**config.mk**
```make
export PLATFORM = sky130hd
export DESIGN_NAME = alu_arbiter
export DESIGN_NICKNAME = d
export VERILOG_FILES = /design/src/rtl/alu_arbiter.sv
export SDC_FILE = /design/constraint.sdc
export NUM_CORES = 1
export LEC_CHECK = 0
export CORE_ASPECT_RATIO = 2
export CORE_MARGIN = 1
export CORE_UTILIZATION = 30
export DETAILED_ROUTE_END_ITERATION = 10
export GPL_TIMING_DRIVEN = 0
export PLACE_DENSITY = 0.59
export SYNTH_ARGS = -nofsm -noshare
export SYNTH_HDL_FRONTEND = slang
export SYNTH_SLANG_ARGS = --single-unit
```
**constraint.sdc**
```tcl
create_clock -name clk -period 2 [get_ports clk]
set_input_delay 0.4 -clock clk [delete_from_list [all_inputs] [get_ports clk]]
set_output_delay 0.4 -clock clk [all_outputs]
set_load 0.02 [all_outputs]
```
**src/rtl/alu_arbiter.sv**
```systemverilog
// Round-robin arbiter that lets two requesters share one combinational 4-bit ALU.
// Optional per-requester/overflow response counters are enabled with ALU_ARBITER_STATS_EN.
module alu_arbiter #(
  parameter int EXEC_CYCLES = 1
) (
  input  logic       clk,
  input  logic       rst,
  input  logic       req0_valid,
  input  logic       req1_valid,
  input  logic [3:0] req0_a,
  input  logic [3:0] req0_b,
  input  logic [3:0] req1_a,
  input  logic [3:0] req1_b,
  input  logic       req0_c,
  input  logic       req1_c,
  input  logic [3:0] req0_mode,
  input  logic [3:0] req1_mode,
  output logic       req0_ready,
  output logic       req1_ready,
  output logic [3:0] A,
  output logic [3:0] B,
  output logic       C,
  output logic [3:0] Mode,
  input  logic [3:0] R,
  input  logic       overFlow,
  output logic       rsp_valid,
  input  logic       rsp_ready,
  output logic       rsp_id,
  output logic [3:0] rsp_r,
  output logic       rsp_ovf
`ifdef ALU_ARBITER_STATS_EN
  ,
  output logic [7:0] cnt0,
  output logic [7:0] cnt1,
  output logic [7:0] ovf_cnt
`endif
);

  typedef enum logic [1:0] {IDLE, EXEC, RESP} state_t;

  localparam logic [2:0] LAST_CNT = 3'(EXEC_CYCLES - 1);

  state_t     r_state;
  logic       r_last;
  logic [2:0] r_cnt;

  logic w_any, w_gnt, w_grant, w_hs;

  assign w_any   = req0_valid | req1_valid;
  // tie goes to whoever was not served last; a lone requester always wins
  assign w_gnt   = (req0_valid & req1_valid) ? ~r_last : req1_valid;
  assign w_grant = (r_state == IDLE) & w_any & ~rst;
  assign w_hs    = (r_state == RESP) & rsp_ready;

  assign req0_ready = w_grant & ~w_gnt;
  assign req1_ready = w_grant &  w_gnt;

  always_ff @(posedge clk or posedge rst) begin
    if (rst) begin
      r_state   <= IDLE;
      r_last    <= 1'b1;
      r_cnt     <= 3'd0;
      A         <= 4'd0;
      B         <= 4'd0;
      C         <= 1'b0;
      Mode      <= 4'd0;
      rsp_valid <= 1'b0;
      rsp_id    <= 1'b0;
      rsp_r     <= 4'd0;
      rsp_ovf   <= 1'b0;
    end else begin
      case (r_state)
        IDLE: if (w_any) begin
          A       <= w_gnt ? req1_a    : req0_a;
          B       <= w_gnt ? req1_b    : req0_b;
          C       <= w_gnt ? req1_c    : req0_c;
          Mode    <= w_gnt ? req1_mode : req0_mode;
          rsp_id  <= w_gnt;
          r_cnt   <= 3'd0;
          r_state <= EXEC;
        end
        EXEC: if (r_cnt == LAST_CNT) begin
          rsp_r     <= R;
          rsp_ovf   <= overFlow;
          rsp_valid <= 1'b1;
          r_state   <= RESP;
        end else begin
          r_cnt <= r_cnt + 3'd1;
        end
        RESP: if (rsp_ready) begin
          rsp_valid <= 1'b0;
          r_last    <= rsp_id;
          r_state   <= IDLE;
        end
        default: r_state <= IDLE;
      endcase
    end
  end

`ifdef ALU_ARBITER_STATS_EN
  always_ff @(posedge clk or posedge rst) begin
    if (rst) begin
      cnt0    <= 8'd0;
      cnt1    <= 8'd0;
      ovf_cnt <= 8'd0;
    end else if (w_hs) begin
      if (rsp_id) cnt1 <= cnt1 + 8'd1;
      else        cnt0 <= cnt0 + 8'd1;
      if (rsp_ovf) ovf_cnt <= ovf_cnt + 8'd1;
    end
  end
`else
  logic w_unused;
  assign w_unused = w_hs;
`endif

endmodule

```
* Yosys cells after proc, flatten, opt, wreduce, memory -nomap -nowiden *
Index checks and enable logic that the tools add are counted.

word-level totals
  register bits = 26
  bits of input ports = 36
  output and inout bits = 22
  logic and storage cells = 52

operators by class
  add/sub/neg operators = 1
  eq/ne operators = 6
  multiplexer cells = 15
  bitwise logic cells = 9
  reduce and logical (&&, ||, !) cells = 10

operator list
  operator             count
  $mux 4               3
  $reduce_and 3->1     3
  $ne 2x2->1 const B   4
  $mux 2               3
  $mux 3               2
  $pmux 2 s3           1
  $pmux 3 s2           1
  $reduce_and 2->1     3
  $and 1x1->1          5
  $mux 1               4
  $reduce_bool 2->1    2
  $add 3x1->3 const B  1
  $logic_not 3->1      1
  $not 1->1            3
  $eq 2x1->1 const B   1
  $eq 2x2->1 const B   1
  $logic_not 2->1      1
  $pmux 1 s2           1
  $or 1x1->1           1

* Longest topological paths before layout *
Gate-level depths: netlist (run 1).

  depth in word-level cells = 4
  mapped depth = 5
  gate-level depth less buffers = 5

* Least setup slack after synthesis (run 1) *
OpenSTA, ideal clock, no wires.

  kind = input-to-output
  from = in rst
  to = out req0_ready
  arrival = 1349 ps
  data required time = 1600 ps
  setup slack = 251 ps
  stages = 2
  path buffers = 0
  cell sequence = inv_1 -> and3_2

between the ends
  longest elaborated chain between the ends = 3

RTL lines
  element          RTL line  RTL
  start, declared  7         input logic rst,
  $not 1->1        52        assign w_grant = (r_state == IDLE) & w_any & ~rst;
  $and 1x1->1      52
  $and 1x1->1      55        assign req0_ready = w_grant & ~w_gnt;
  end, declared    18        output logic req0_ready,

No other way between the ends.

* Worst setup path in the final report (run 1) *
  from = reg r_last
  to = out req0_ready

between the ends
  longest elaborated chain between the ends = 4

RTL lines
  element                 RTL line  RTL
  start, declared         44        logic r_last;
  start signal, assigned  92        r_last <= rsp_id;
  $not 1->1               51        assign w_gnt = (req0_valid & req1_valid) ? ~r_last : req1_valid;
  $mux 1                  51
  $not 1->1               55
  $and 1x1->1             55

No other way between the ends.

==> flow_metrics.py, run 1 <==
metrics = {
    "status": {
        "outcome": "finished, final reports clean",
    },
    "synthesis": {
        "synth_top_cell_by_area": "dfrtp_1",
        "muxShareOfSynthArea_pct": 31.9,
        "synth_edf_count": 0,
        "ys_async_sr_fraction_pct": 100,
        "synthAdderAreaFrac_pct": 1.93,
        "yosys_warnings": 0,
        "synth_top_cells_by_area": "dfrtp_1, mux2_4, mux2_2, dfstp_2, ha_1",
        "synth_xor_area_share_pct": 0,
        "synth_compound_area_share_pct": 4.84,
        "yosysTopAreaCellShare_pct": 48.4,
        "syn_nets": 129,
        "seq_area_frac_synth_pct": 50.4,
        "synth.cells.most_frequent": "dfrtp_1, mux2_2, mux2_4",
        "synth-seq-cells": 26,
        "netlist_area_um2": 1290,
        "synth_most_common_cell": "dfrtp_1",
        "synthSimpleGateAreaFrac_pct": 6.77,
        "synth_top_family_by_area": "multiplexers",
        "ys_types": 25,
        "syn_inst": 91,
        "yosys_most_used_dff": "dfrtp_1",
        "avgSynthCellArea_um2": 14.2,
    },
    "detailed_routing": {
        "initialDrtViolationCount": 16,
        "drtAntennaViolNets": 0,
        "via_count": 984,
        "wl_um": 2990,
        "wl_per_cell_um": 14.1,
        "dr.pass1.iters": 2,
        "routed_via_density": 4.62,
        "drc_errors": 0,
    },
    "power": {
        "clockPowerShare_pct": 11.7,
        "pwr-share-seq_pct": 31.4,
        "p_comb_share_pct": 56.8,
        "p_leak_uw": 0.000891,
        "finalPower_uw": 2920,
        "p_sw_share_pct": 34.7,
        "p_int_uw": 1910,
        "vdd_drop_max_mv": 0.870,
        "powerDensity_nw_per_um2": 1420,
        "power_switching_uw": 1010,
    },
    "floorplan": {
        "die_w_um": 48.4,
        "start_util_pct": 31.3,
        "num_rows": 33,
        "die_y_um": 94.9,
        "core-area_um2": 4130,
        "dieArea_um2": 4600,
        "ios": 58,
    },
    "timing": {
        "layout_min_cycle_time_ns": 1.93,
        "max_slew_margin_pct": 59.6,
        "grt_setup_unrepaired": "no",
        "skew_ns": 0.00234,
        "slew_violations": 0,
        "fmax_mhz": 518,
        "finalSetupTns_ns": 0,
        "min_period_over_period_pct": 96.5,
        "worst_slew_pin_slew_ns": 0.602,
        "worst_slack_ns": 0.0705,
        "hold_viol_final": 0,
        "setup_viol": 0,
    },
    "global_route": {
        "globalRouteOverflowTotal": 0,
        "grt_pass1_wl_um": 4960,
        "grt_max_degree": 15,
        "antenna_found_initial": 0,
        "grt.total_usage_pct": 14.4,
        "grt_pass1_vias": 1069,
    },
    "setup_path": {
        "crit_arrival_ns": 1.53,
        "crit_path_end_kind": "output pin",
        "ff2ff_path_depth": 5,
        "path_delay_family": "flip-flops",
        "critPathRequiredTime_ns": 1.60,
        "critical_path_class": "reg -> out",
        "startpoint_type": "flip-flop",
        "crit_buf_inv": 3,
        "critPathMaxStageDelay_ns": 0.54,
        "path_depth": 5,
        "cp_slowest_cell": "dfstp_2",
        "cp_max_fo": 10,
        "worstPathCellList": "a21bo_1, buf_6, buf_12, and3_2, buf_4",
    },
    "layout": {
        "fillerInstances": 376,
        "antenna_cells": 0,
        "multi_input_area_um2": 598,
        "register_area_um2": 652,
        "syn_to_final_growth_pct": 59.3,
        "drive_gt1_share_pct": 35.4,
        "fin_nets": 200,
        "final_core_util_pct": 49.9,
        "final_cell_area_um2": 2060,
    },
    "clocking": {
        "worstSkewPairLatency_ns": 0.27,
        "clock_sink_count": 26,
        "clock_tree.root_cell": "clkbuf_8",
        "clock_path_buffers": 2,
        "ctsHoldBuffers": 0,
        "clk_pin_slew_ns": 0.09,
        "cts_inserted_buffers": 3,
        "htreeDepth": 1,
        "cts_tree": "done",
    },
    "run": {
        "max-cap-violations": 0,
    },
    "place": {
        "routabilityCongestion": 0.674,
        "portBuffers": 57,
        "pre_cts_ws_ns": -0.991,
        "dp_hpwl_um": 2140,
        "placed_cell_area_um2": 1930,
    },
    "hold_path": {
        "hp-class": "reg -> reg",
        "hold_depth": 1,
    },
}
-- metrics by stage --
stage                     hold slack (ns)  cells
after floorplan                     0.444     91
after global placement              0.467    200
after detailed placement            0.467    200
after CTS                           0.495    208
after global routing                0.527    213
final                               0.489    213
-- layout make-up --
type,instances,area share [%]
Buffer,3,2.25
Sequential cell,26,31.6
Timing Repair Buffer,65,30.1
Inverter,4,0.911
Clock buffer,4,2.67
Multi-Input combinational cell,58,29.0
Tap cell,52,3.16
Timing Repair inverter,1,0.243
-- placed cells by master, fill, tap and decap left out, types with 2 or more instances in the layout --
cell             instances
nand2b_1                 3
ha_1                     2
mux2_4                  14
mux2_2                  18
inv_1                    3
dfrtp_1                 25
buf_4                    9
o21ai_0                  5
clkbuf_8                 4
dlygate4sd2_1            2
nand3_1                  2
clkdlybuf4s50_1         53
-- routing by layer --
metal / global-route usage [%] / wire length, um / up-vias
li1: - / - / 461
met1: 15.9 / 1210 / 482
met2: 25.9 / 1620 / 37
met3: 2.09 / 101 / 4
met4: 8.09 / 62 / 0
met5: 0 / 0 / -
-- power groups by stage --
stage          combinational, uW  clock (uW)  sequential, uW
2_1_floorplan                665           0            1170
3_3_place_gp                1510           0             915
3_5_place_dp                1540           0             933
4_1_cts                     1600         357             919
5_1_grt                     1770         374             951
6_report                    1660         343             916
-- path summary, 6_finish.rpt --
path / from / end / slack [ns]
max: r_last / req0_ready / 0.07
min: rsp_valid / rsp_valid / 0.49
max reg2reg: r_cnt[0] / rsp_r[1] / 0.28
min reg2reg: rsp_valid / rsp_valid / 0.49
max in group asynchronous: rst / Mode[2] / 1.06
min in group asynchronous: rst / rsp_r[1] / 0.60
-- registers in the layout, indices dropped and copies added (netlist names) --
register	flops
r_state	2
B	4
r_last	1
C	1
rsp_r	4
A	4
rsp_ovf	1
r_cnt	3
rsp_id	1
Mode	4
rsp_valid	1
-- what timing repair did --
| item | 4_1_cts | 5_1_grt |
|---|---|---|
| buffers inserted | 3 | 5 |
| gates resized for setup | 18 | 0 |
| gates cloned | 1 | 0 |
| setup endpoints to repair | 2 | 1 |
| pin swaps | 1 | 0 |
-- cell families (layout without fill, tap and decap cells) --
logic type      count (synthesis)  count (layout)
compound gates                 10              10
fa+ha+maj                       2               2
buf+inv                         7              77
flops                          26              26
mux                            32              32
simple gates                   14              14
Power figures use the tool's default switching activity.
==> inputs of run 2 (changes only) <==
Settings changed: CTS_BUF_LIST set to sky130_fd_sc_hd__clkbuf_4 sky130_fd_sc_hd__clkbuf_8 sky130_fd_sc_hd__clkbuf_16, GPL_ROUTABILITY_DRIVEN set to 0.
==> results of run 2 <==
No change in the layout: final DEF, timing and power equal those of run 1.
